===== config.mk =====
export PLATFORM = sky130hd
export DESIGN_NAME = seg_disp_arbiter
export DESIGN_NICKNAME = d
export VERILOG_FILES = /design/src/rtl/seg_ctrl_pkg.sv /design/src/rtl/rr_pick.sv /design/src/rtl/seg_disp_arbiter.sv
export SDC_FILE = /design/constraint.sdc
export NUM_CORES = 1
export LEC_CHECK = 0
export CORE_AREA = 2 2 102 104
export DETAILED_ROUTE_END_ITERATION = 6
export DIE_AREA = 0 0 104 106
export PLACE_DENSITY = 0.73
export SETUP_SLACK_MARGIN = 0.02
export SLEW_MARGIN = 20
export SYNTH_ARGS = -nofsm -noshare
export SYNTH_HDL_FRONTEND = slang
export SYNTH_HIERARCHICAL = 1
export SYNTH_SLANG_ARGS = --single-unit

===== constraint.sdc =====
create_clock -name clk -period 2.6 [get_ports clk]
set_input_delay 0.52 -clock clk [delete_from_list [all_inputs] [get_ports clk]]
set_output_delay 0.52 -clock clk [all_outputs]
set_load 0.02 [all_outputs]

===== src/rtl/seg_ctrl_pkg.sv =====
// Shared types and helpers for the 7-segment shifter controller family.
package seg_ctrl_pkg;

  typedef enum logic [1:0] {IDLE, LOAD, SHIFT} seg_state_t;

  localparam int DEF_SHIFT_LEN = 64;
  localparam int FRAME_BITS    = 32;

  // Width needed to hold an index 0..n-1; never narrower than one bit.
  function automatic int idx_w(input int n);
    return (n > 1) ? $clog2(n) : 1;
  endfunction

endpackage


===== src/rtl/rr_pick.sv =====
// Combinational round-robin picker: first set request after `last`, wrapping.
module rr_pick
  import seg_ctrl_pkg::*;
#(
  parameter int N_REQ = 4
) (
  input  logic [N_REQ-1:0]        req,
  input  logic [idx_w(N_REQ)-1:0] last,
  output logic                    valid,
  output logic [idx_w(N_REQ)-1:0] idx
);

  localparam int IW = idx_w(N_REQ);

  logic [IW-1:0] w_pos;

  // Walk from the farthest offset to the nearest so the nearest hit is kept.
  always_comb begin
    valid = 1'b0;
    idx   = '0;
    w_pos = '0;
    for (int k = N_REQ; k >= 1; k--) begin
      w_pos = IW'((int'(last) + k) % N_REQ);
      if (req[w_pos]) begin
        valid = 1'b1;
        idx   = w_pos;
      end
    end
  end

endmodule


===== src/rtl/seg_disp_arbiter.sv =====
// Shares one serial 7-segment shifter among N_REQ clients and periodically
// re-sends the held value when nobody is asking.
module seg_disp_arbiter
  import seg_ctrl_pkg::*;
#(
  parameter int N_REQ     = 4,
  parameter int SHIFT_LEN = DEF_SHIFT_LEN,
  parameter int REFRESH   = 50000
) (
  input  logic                        clk,
  input  logic                        rst,
  input  logic [N_REQ-1:0]            req,
  input  logic [FRAME_BITS*N_REQ-1:0] num_in,
  output logic [N_REQ-1:0]            grant,
  output logic [FRAME_BITS-1:0]       num_out,
  output logic                        start,
  output logic                        busy,
  output logic [idx_w(N_REQ)-1:0]     cur_id
);

  localparam int IW  = idx_w(N_REQ);
  localparam int SCW = idx_w(SHIFT_LEN + 1);
  localparam int RCW = idx_w(REFRESH);

  seg_state_t            r_state;
  seg_state_t            w_state_next;
  logic [N_REQ-1:0]      r_grant;
  logic                  r_start;
  logic [FRAME_BITS-1:0] r_num_out;
  logic [IW-1:0]         r_cur_id;
  logic [IW-1:0]         r_last;
  logic [SCW-1:0]        r_shift_cnt;
  logic [RCW-1:0]        r_refresh_cnt;
  logic                  r_first;

  logic                  w_pick_valid;
  logic [IW-1:0]         w_pick_idx;
  logic                  w_refresh_due;
  logic                  w_shift_done;
  logic                  w_load_go;
  logic [FRAME_BITS-1:0] w_slice [N_REQ];

  genvar gi;
  generate
    for (gi = 0; gi < N_REQ; gi++) begin : g_slice
      assign w_slice[gi] = num_in[FRAME_BITS*gi +: FRAME_BITS];
    end
  endgenerate

  rr_pick #(
    .N_REQ (N_REQ)
  ) u_rr_pick (
    .req   (req),
    .last  (r_last),
    .valid (w_pick_valid),
    .idx   (w_pick_idx)
  );

  assign w_refresh_due = r_first || (r_refresh_cnt == RCW'(REFRESH - 1));
  assign w_shift_done  = (r_shift_cnt == SCW'(SHIFT_LEN - 1));
  assign w_load_go     = (r_state == IDLE) && (w_pick_valid || w_refresh_due);

  always_ff @(posedge clk) begin
    if (rst) begin
      r_state <= IDLE;
    end else begin
      r_state <= w_state_next;
    end
  end

  always_comb begin
    w_state_next = r_state;
    case (r_state)
      IDLE:    if (w_pick_valid || w_refresh_due) w_state_next = LOAD;
      LOAD:    w_state_next = SHIFT;
      SHIFT:   if (w_shift_done) w_state_next = IDLE;
      default: w_state_next = IDLE;
    endcase
  end

  always_ff @(posedge clk) begin
    if (rst) begin
      r_grant       <= '0;
      r_start       <= 1'b0;
      r_num_out     <= '0;
      r_cur_id      <= '0;
      r_last        <= IW'(N_REQ - 1);
      r_shift_cnt   <= '0;
      r_refresh_cnt <= '0;
      r_first       <= 1'b1;
    end else begin
      r_grant <= '0;
      r_start <= w_load_go;
      if (w_load_go) begin
        r_refresh_cnt <= '0;
        r_first       <= 1'b0;
        r_shift_cnt   <= '0;
        // A refresh keeps the current value and owner; only a pick recaptures.
        if (w_pick_valid) begin
          r_grant   <= N_REQ'(1) << w_pick_idx;
          r_num_out <= w_slice[w_pick_idx];
          r_cur_id  <= w_pick_idx;
          r_last    <= w_pick_idx;
        end
      end else if (r_state == IDLE && r_refresh_cnt != RCW'(REFRESH - 1)) begin
        r_refresh_cnt <= r_refresh_cnt + RCW'(1);
      end
      if (r_state == SHIFT) begin
        r_shift_cnt <= r_shift_cnt + SCW'(1);
      end
    end
  end

  assign grant   = r_grant;
  assign start   = r_start;
  assign num_out = r_num_out;
  assign cur_id  = r_cur_id;
  assign busy    = (r_state != IDLE);

endmodule


-- Word-level counts from Yosys, hierarchy flattened
Index checks and enable logic that the tools add are counted.
- $add $sub $neg: 6
- multiply operators: 0
- div/mod/pow operators: 0
- $lt $le $gt $ge: 5
- eq/ne operators: 7
- shifts and indexed selects: 1
- multiplexer cells: 24
- bitwise operators: 3
- reduce and logical (&&, ||, !) cells: 11
- operators with widths (cell ; count):
    binary-select mux 32 bit (select 2 bit) ; 1
    2-to-1 mux 32 bit ; 2
    adder 16 x 1 -> 16 bit, second input constant ; 1
    equality test 16 bit, second input constant ; 1
    != test 16 bit, second input constant ; 1
    2-to-1 mux 7 bit ; 2
    < comparator 2 x 3 -> 1 bit, second input constant ; 4
    2-to-1 mux 2 bit ; 6
    binary-select mux 1 bit (select 2 bit) ; 4
    2-to-1 mux 1 bit ; 8
    adder 7 x 1 -> 7 bit, second input constant ; 1
    equality test 7 x 6 -> 1 bit, second input constant ; 1
    case mux 2 bit (3 select lines) ; 1
    adder 2 x 1 -> 2 bit, second input constant ; 2
    adder 2 bit, second input constant ; 2
    != test 2 bit, second input constant ; 2
    AND reduction 2 bit ; 2
    nonzero test 2 bit ; 2
    left shift 1 x 2 -> 4 bit, first input constant ; 1
    greater-or-equal comparator 3 bit, second input constant ; 1
    inverter 2 -> 3 bit ; 1
    OR reduction 3 bit ; 1
    equality test 2 x 1 -> 1 bit, second input constant ; 1
    equality test 2 bit, second input constant ; 1
    other kinds (5) ; 8
- flip-flop bits (word level): 67
- bits in latches: 0
- RAM bits: 0
- ROM bits: 0
- bits of input ports: 134
- memories kept: 0

-- Longest topological paths before layout
- depth after elaboration: 11
- gate-level depth with buffers: 8
- gate-level depth less buffers: 6

-- By module
The synthesis kept the hierarchy.
- modules (own cells, without submodules) (module ; instances ; cells each ; area each (µm²)):
    seg_disp_arbiter ; 1 ; 361 ; 3468.3
    rr_pick ; 1 ; 14 ; 91.3

-- Worst setup path before layout
Ideal clock, no wire load.
- path type: input port to flip-flop
- from: input port req[2]
- to: register r_num_out[26], in the netlist num_out[26]
- arrival: 2.232 ns
- required time: 2.468 ns
- path slack: 0.235 ns
- stages: 8
- path through: and2b_1 -> a21oi_2 -> o221ai_2 -> buf_2 -> buf_1 -> mux4_2 -> nand2_1 -> a21oi_1
- cells in the longest elaborated chain, start to end: 10
- elaborated cells on any way between the ends: 23
- ends and longest elaborated chain (element ; line ; source):
    start, declared ; seg_disp_arbiter.sv:12 ; input logic [N_REQ-1:0] req,
    binary-select mux 1 bit (select 2 bit) ; rr_pick.sv:24 ; if (req[w_pos]) begin
    2-to-1 mux 1 bit (not written as such) ; rr_pick.sv:24 ;
    2-to-1 mux 2 bit (3 in series) ; rr_pick.sv:24 ;
    2-to-1 mux 2 bit (*) ; rr_pick.sv:24 ;
    net w_pick_idx[0] ; seg_disp_arbiter.sv:37 ; logic [IW-1:0] w_pick_idx;
    inverter 2 -> 3 bit (not written as such) (*) ; seg_disp_arbiter.sv:101 ; r_num_out <= w_slice[w_pick_idx];
    binary-select mux 32 bit (select 2 bit) (*) ; seg_disp_arbiter.sv:101 ;
    2-to-1 mux 32 bit (not written as such) (*) (2 in series) ; seg_disp_arbiter.sv:101 ;
    end signal, assigned ; seg_disp_arbiter.sv:101 ;
    end, declared ; seg_disp_arbiter.sv:29 ; logic [FRAME_BITS-1:0] r_num_out;
Mark *: on every way through the listed nets, which the timed path passes. The rest lies on a longest branch. The select of a mux whose other input is x is not followed.
A chain may end at the register's enable or synchronous reset.

-- Worst setup path after layout
- from: register r_state[0]
- to: output port busy
- cells in the longest elaborated chain, start to end: 1
- ends and longest elaborated chain (element ; line ; source):
    start, declared ; seg_disp_arbiter.sv:25 ; seg_state_t r_state;
    start signal, assigned ; seg_disp_arbiter.sv:67 ; r_state <= w_state_next;
    nonzero test 2 bit ; seg_disp_arbiter.sv:118 ; assign busy = (r_state != IDLE);
    end, declared ; seg_disp_arbiter.sv:17 ; output logic busy,
Every way passes these cells.

==> metrics.txt <==
GR Util met3 4.72%; worst-path fanout max 12; pin count of the biggest net entering global routing 38; detailed-router iteration count before antenna repair 4; Max-Cap Viols 0; sequential area share after synthesis 37.7%; crit path kind flop to output pin; Worst VDD drop 0.000265 V; FFs w/ async S/R, synth 0%; first-pass GRT wire length 16600 µm; status finished clean; Yosys top cell area share 37.7%; Syn-to-layout area delta 59.8%; critical path startpoint category flop; wire per inst 14.8 µm; critical-path cell list nor2_1 > clkinv_1 > clkdlybuf4s50_1; HPWL Detailed 7990 µm; number of post-CTS setup repair buffers 0; utilization after layout 56.9%; Overall Power 3.17 mW; period utilisation layout 88.9%; layout cells sized above 1 13.5%; Worst Hold Path Cells 2; Starting Density 35.6%; Area contributors post-synth dfxtp_1 38%, mux4_2 20%, nand2_1 8.0%, a21oi_1 7.7%, clkbuf_1 1.9%; Slew @ Worst Pin 0.464 ns; WP data required 2.08 ns; GRT Total Usage 18.6%; CTS root buf clkbuf_8; core area 10000 µm²; Syn Nets 511; Post-Syn Instances 375; Detailed Route Iter0 Violations 112; port bufs 173; Min Hold Slack 0.454 ns; CP endpoint kind output pin; max incr delay on CP 0.56 ns; # rows 37; Sum Neg Setup Slack 0 ns; # hold bufs at CTS 0; via/cell ratio 5.13; Clock Latency Late Sink 0.34 ns; I/O Pins 174; GR Layer Usage met1 20.2%; number of synthesized register bits 67; initial antenna violation count 0; Routed Wire Length 10100 µm; # DRC 0; final setup fails 0; Synth cell types 51; Post-DRT Antenna Nets 0; Final Slew Violations 0; Max clock buf depth 2; CTS Buf Count 9; PD cells 558 nW/µm²; dominant synthesized flop cell dfxtp_1; die area 11000 µm²; cell type with the largest total area after synthesis dfxtp_1; CTS tree yes; vias in the first global route 3550; fin crit period 2.31 ns; Clock transition at path regs 0.07 ns; clk_skew 0.00367 ns; area used by multi-input combinational logic 2090 µm²; clk sink count 67; grt met2 use 35.3%; slowest cell on the critical path clkdlybuf4s50_1; Max-slew headroom 69.0%; Layout Nets 680; RSZ-0062 raised after global routing false; synthesized area 3560 µm²; Antenna diodes 0; fill count 912; Final GP Congestion 0.826; reg2reg path depth 4; H-tree levels 3; vias post-DR 3512; LEAKAGE 1.97 nW; EDFF count, synth 0; Register Area 1340 µm²; Die X 104 µm; Final Hold Vio Count 0; GR peak layer met2; Synth Warn # 6; Syn Area/Cell 9.49 µm²; overflow left after global routing 0; Post-CTS Resized 0; Peak Freq 0.433 GHz; worst path arrival time 1.79 ns; die height 106 µm; Worst Hold Class flop to flop
-- layout by cell type, fill, tap and decap left out, drive strengths merged, types with 3 or more instances in the layout --
master,netlist,routed
nor2,18,18
a21oi,56,56
or3,6,6
clkinv,1,5
nand3b,3,3
nand3,5,5
xnor2,4,4
dfxtp,67,67
mux4,32,32
o31ai,5,5
nand2b,6,6
nor4,6,6
nand2,76,76
or4b,4,4
o21ai,6,6
or4,5,5
clkbuf,18,9
nor3,5,5
nand4,8,8
clkdlybuf4s50,0,172
buf,10,14
a211oi,3,3
inv,4,6
-- sequential cells by signal, summed over array words and instances (netlist names) --
register,flops
cur_id,2
grant,4
num_out,32
r_first,1
r_last,2
r_refresh_cnt,16
r_shift_cnt,7
r_state,2
start,1
-- power by group --
group | switching (mW) | leakage (nW) | internal (mW) | total [mW]
sequential | 0.0647 | 0.549 | 1.13 | 1.20
combinational | 0.527 | 1.33 | 0.669 | 1.20
clock | 0.429 | 0.0900 | 0.352 | 0.780
-- path summary, 6_finish.rpt --
kind                                        from                to  slack (ns)
worst max register to register  r_refresh_cnt[3]  r_refresh_cnt[2]        0.45
worst min-delay path                 num_out[28]       num_out[28]        0.45
worst min register to register       num_out[28]       num_out[28]        0.45
worst max-delay path                  r_state[0]              busy        0.29
-- worst max-delay path: cells and delay by family (launching register included) --
family                 cells  cell delay [ns]
and+or+nand+nor            1             0.29
buffers and inverters      2             0.74
DFF                        1             0.42
-- synthesized netlist by cell type, types with 2 or more instances --
cell type,count
xnor2_1,4
nor4b_1,2
dfxtp_1,67
inv_1,4
or4_1,5
or3_1,6
o21ai_0,6
ha_1,2
mux2i_1,2
buf_2,3
mux2_2,2
nand3b_1,3
mux4_2,32
clkbuf_1,18
nor3_1,5
nor2_1,18
nand4_1,8
nand2b_1,6
a21oi_1,55
nand3_1,5
buf_1,4
buf_6,2
nand2_1,76
nor4_1,5
o41ai_1,2
a211oi_1,3
o31ai_1,5
or4b_2,2
-- through the flow --
step	std cells	instance area, µm²	setup WS, ns
2_1_floorplan	375	3560	0.235
3_3_place_gp	669	5510	0.0543
3_5_place_dp	669	5510	0.0216
4_1_cts	685	5690	0.271
5_1_grt	685	5690	0.162
6_report	685	5690	0.288
-- routing by layer --
| metal | vias up | share of wire, % |
|---|---|---|
| met2 | 106 | 55 |
| met1 | 1669 | 38 |
| met4 | 0 | 2.2 |
| met3 | 16 | 5.2 |
| met5 | - | 0 |
| li1 | 1721 | - |
-- layout make-up --
class | count | area share [%]
clock inverters | 7 | 0.924
flip-flops and latches | 67 | 23.6
well taps | 136 | 2.99
multi-input cells | 275 | 36.8
clock buffers | 9 | 2.18
repair buffers | 186 | 33.2
inverters | 5 | 0.330
-- kinds of logic (layout without fill, tap and decap cells) --
family,after synthesis,count (layout),share of synthesized area (%)
compound gates,79,79,13.1
xor+xnor,5,5,1.23
fa+ha+maj,2,2,0.703
buf+inv,33,207,4.11
flops,67,67,37.7
mux,36,36,21.4
simple gates,153,153,21.7
No activity file was read; power rests on OpenSTA's default activity.
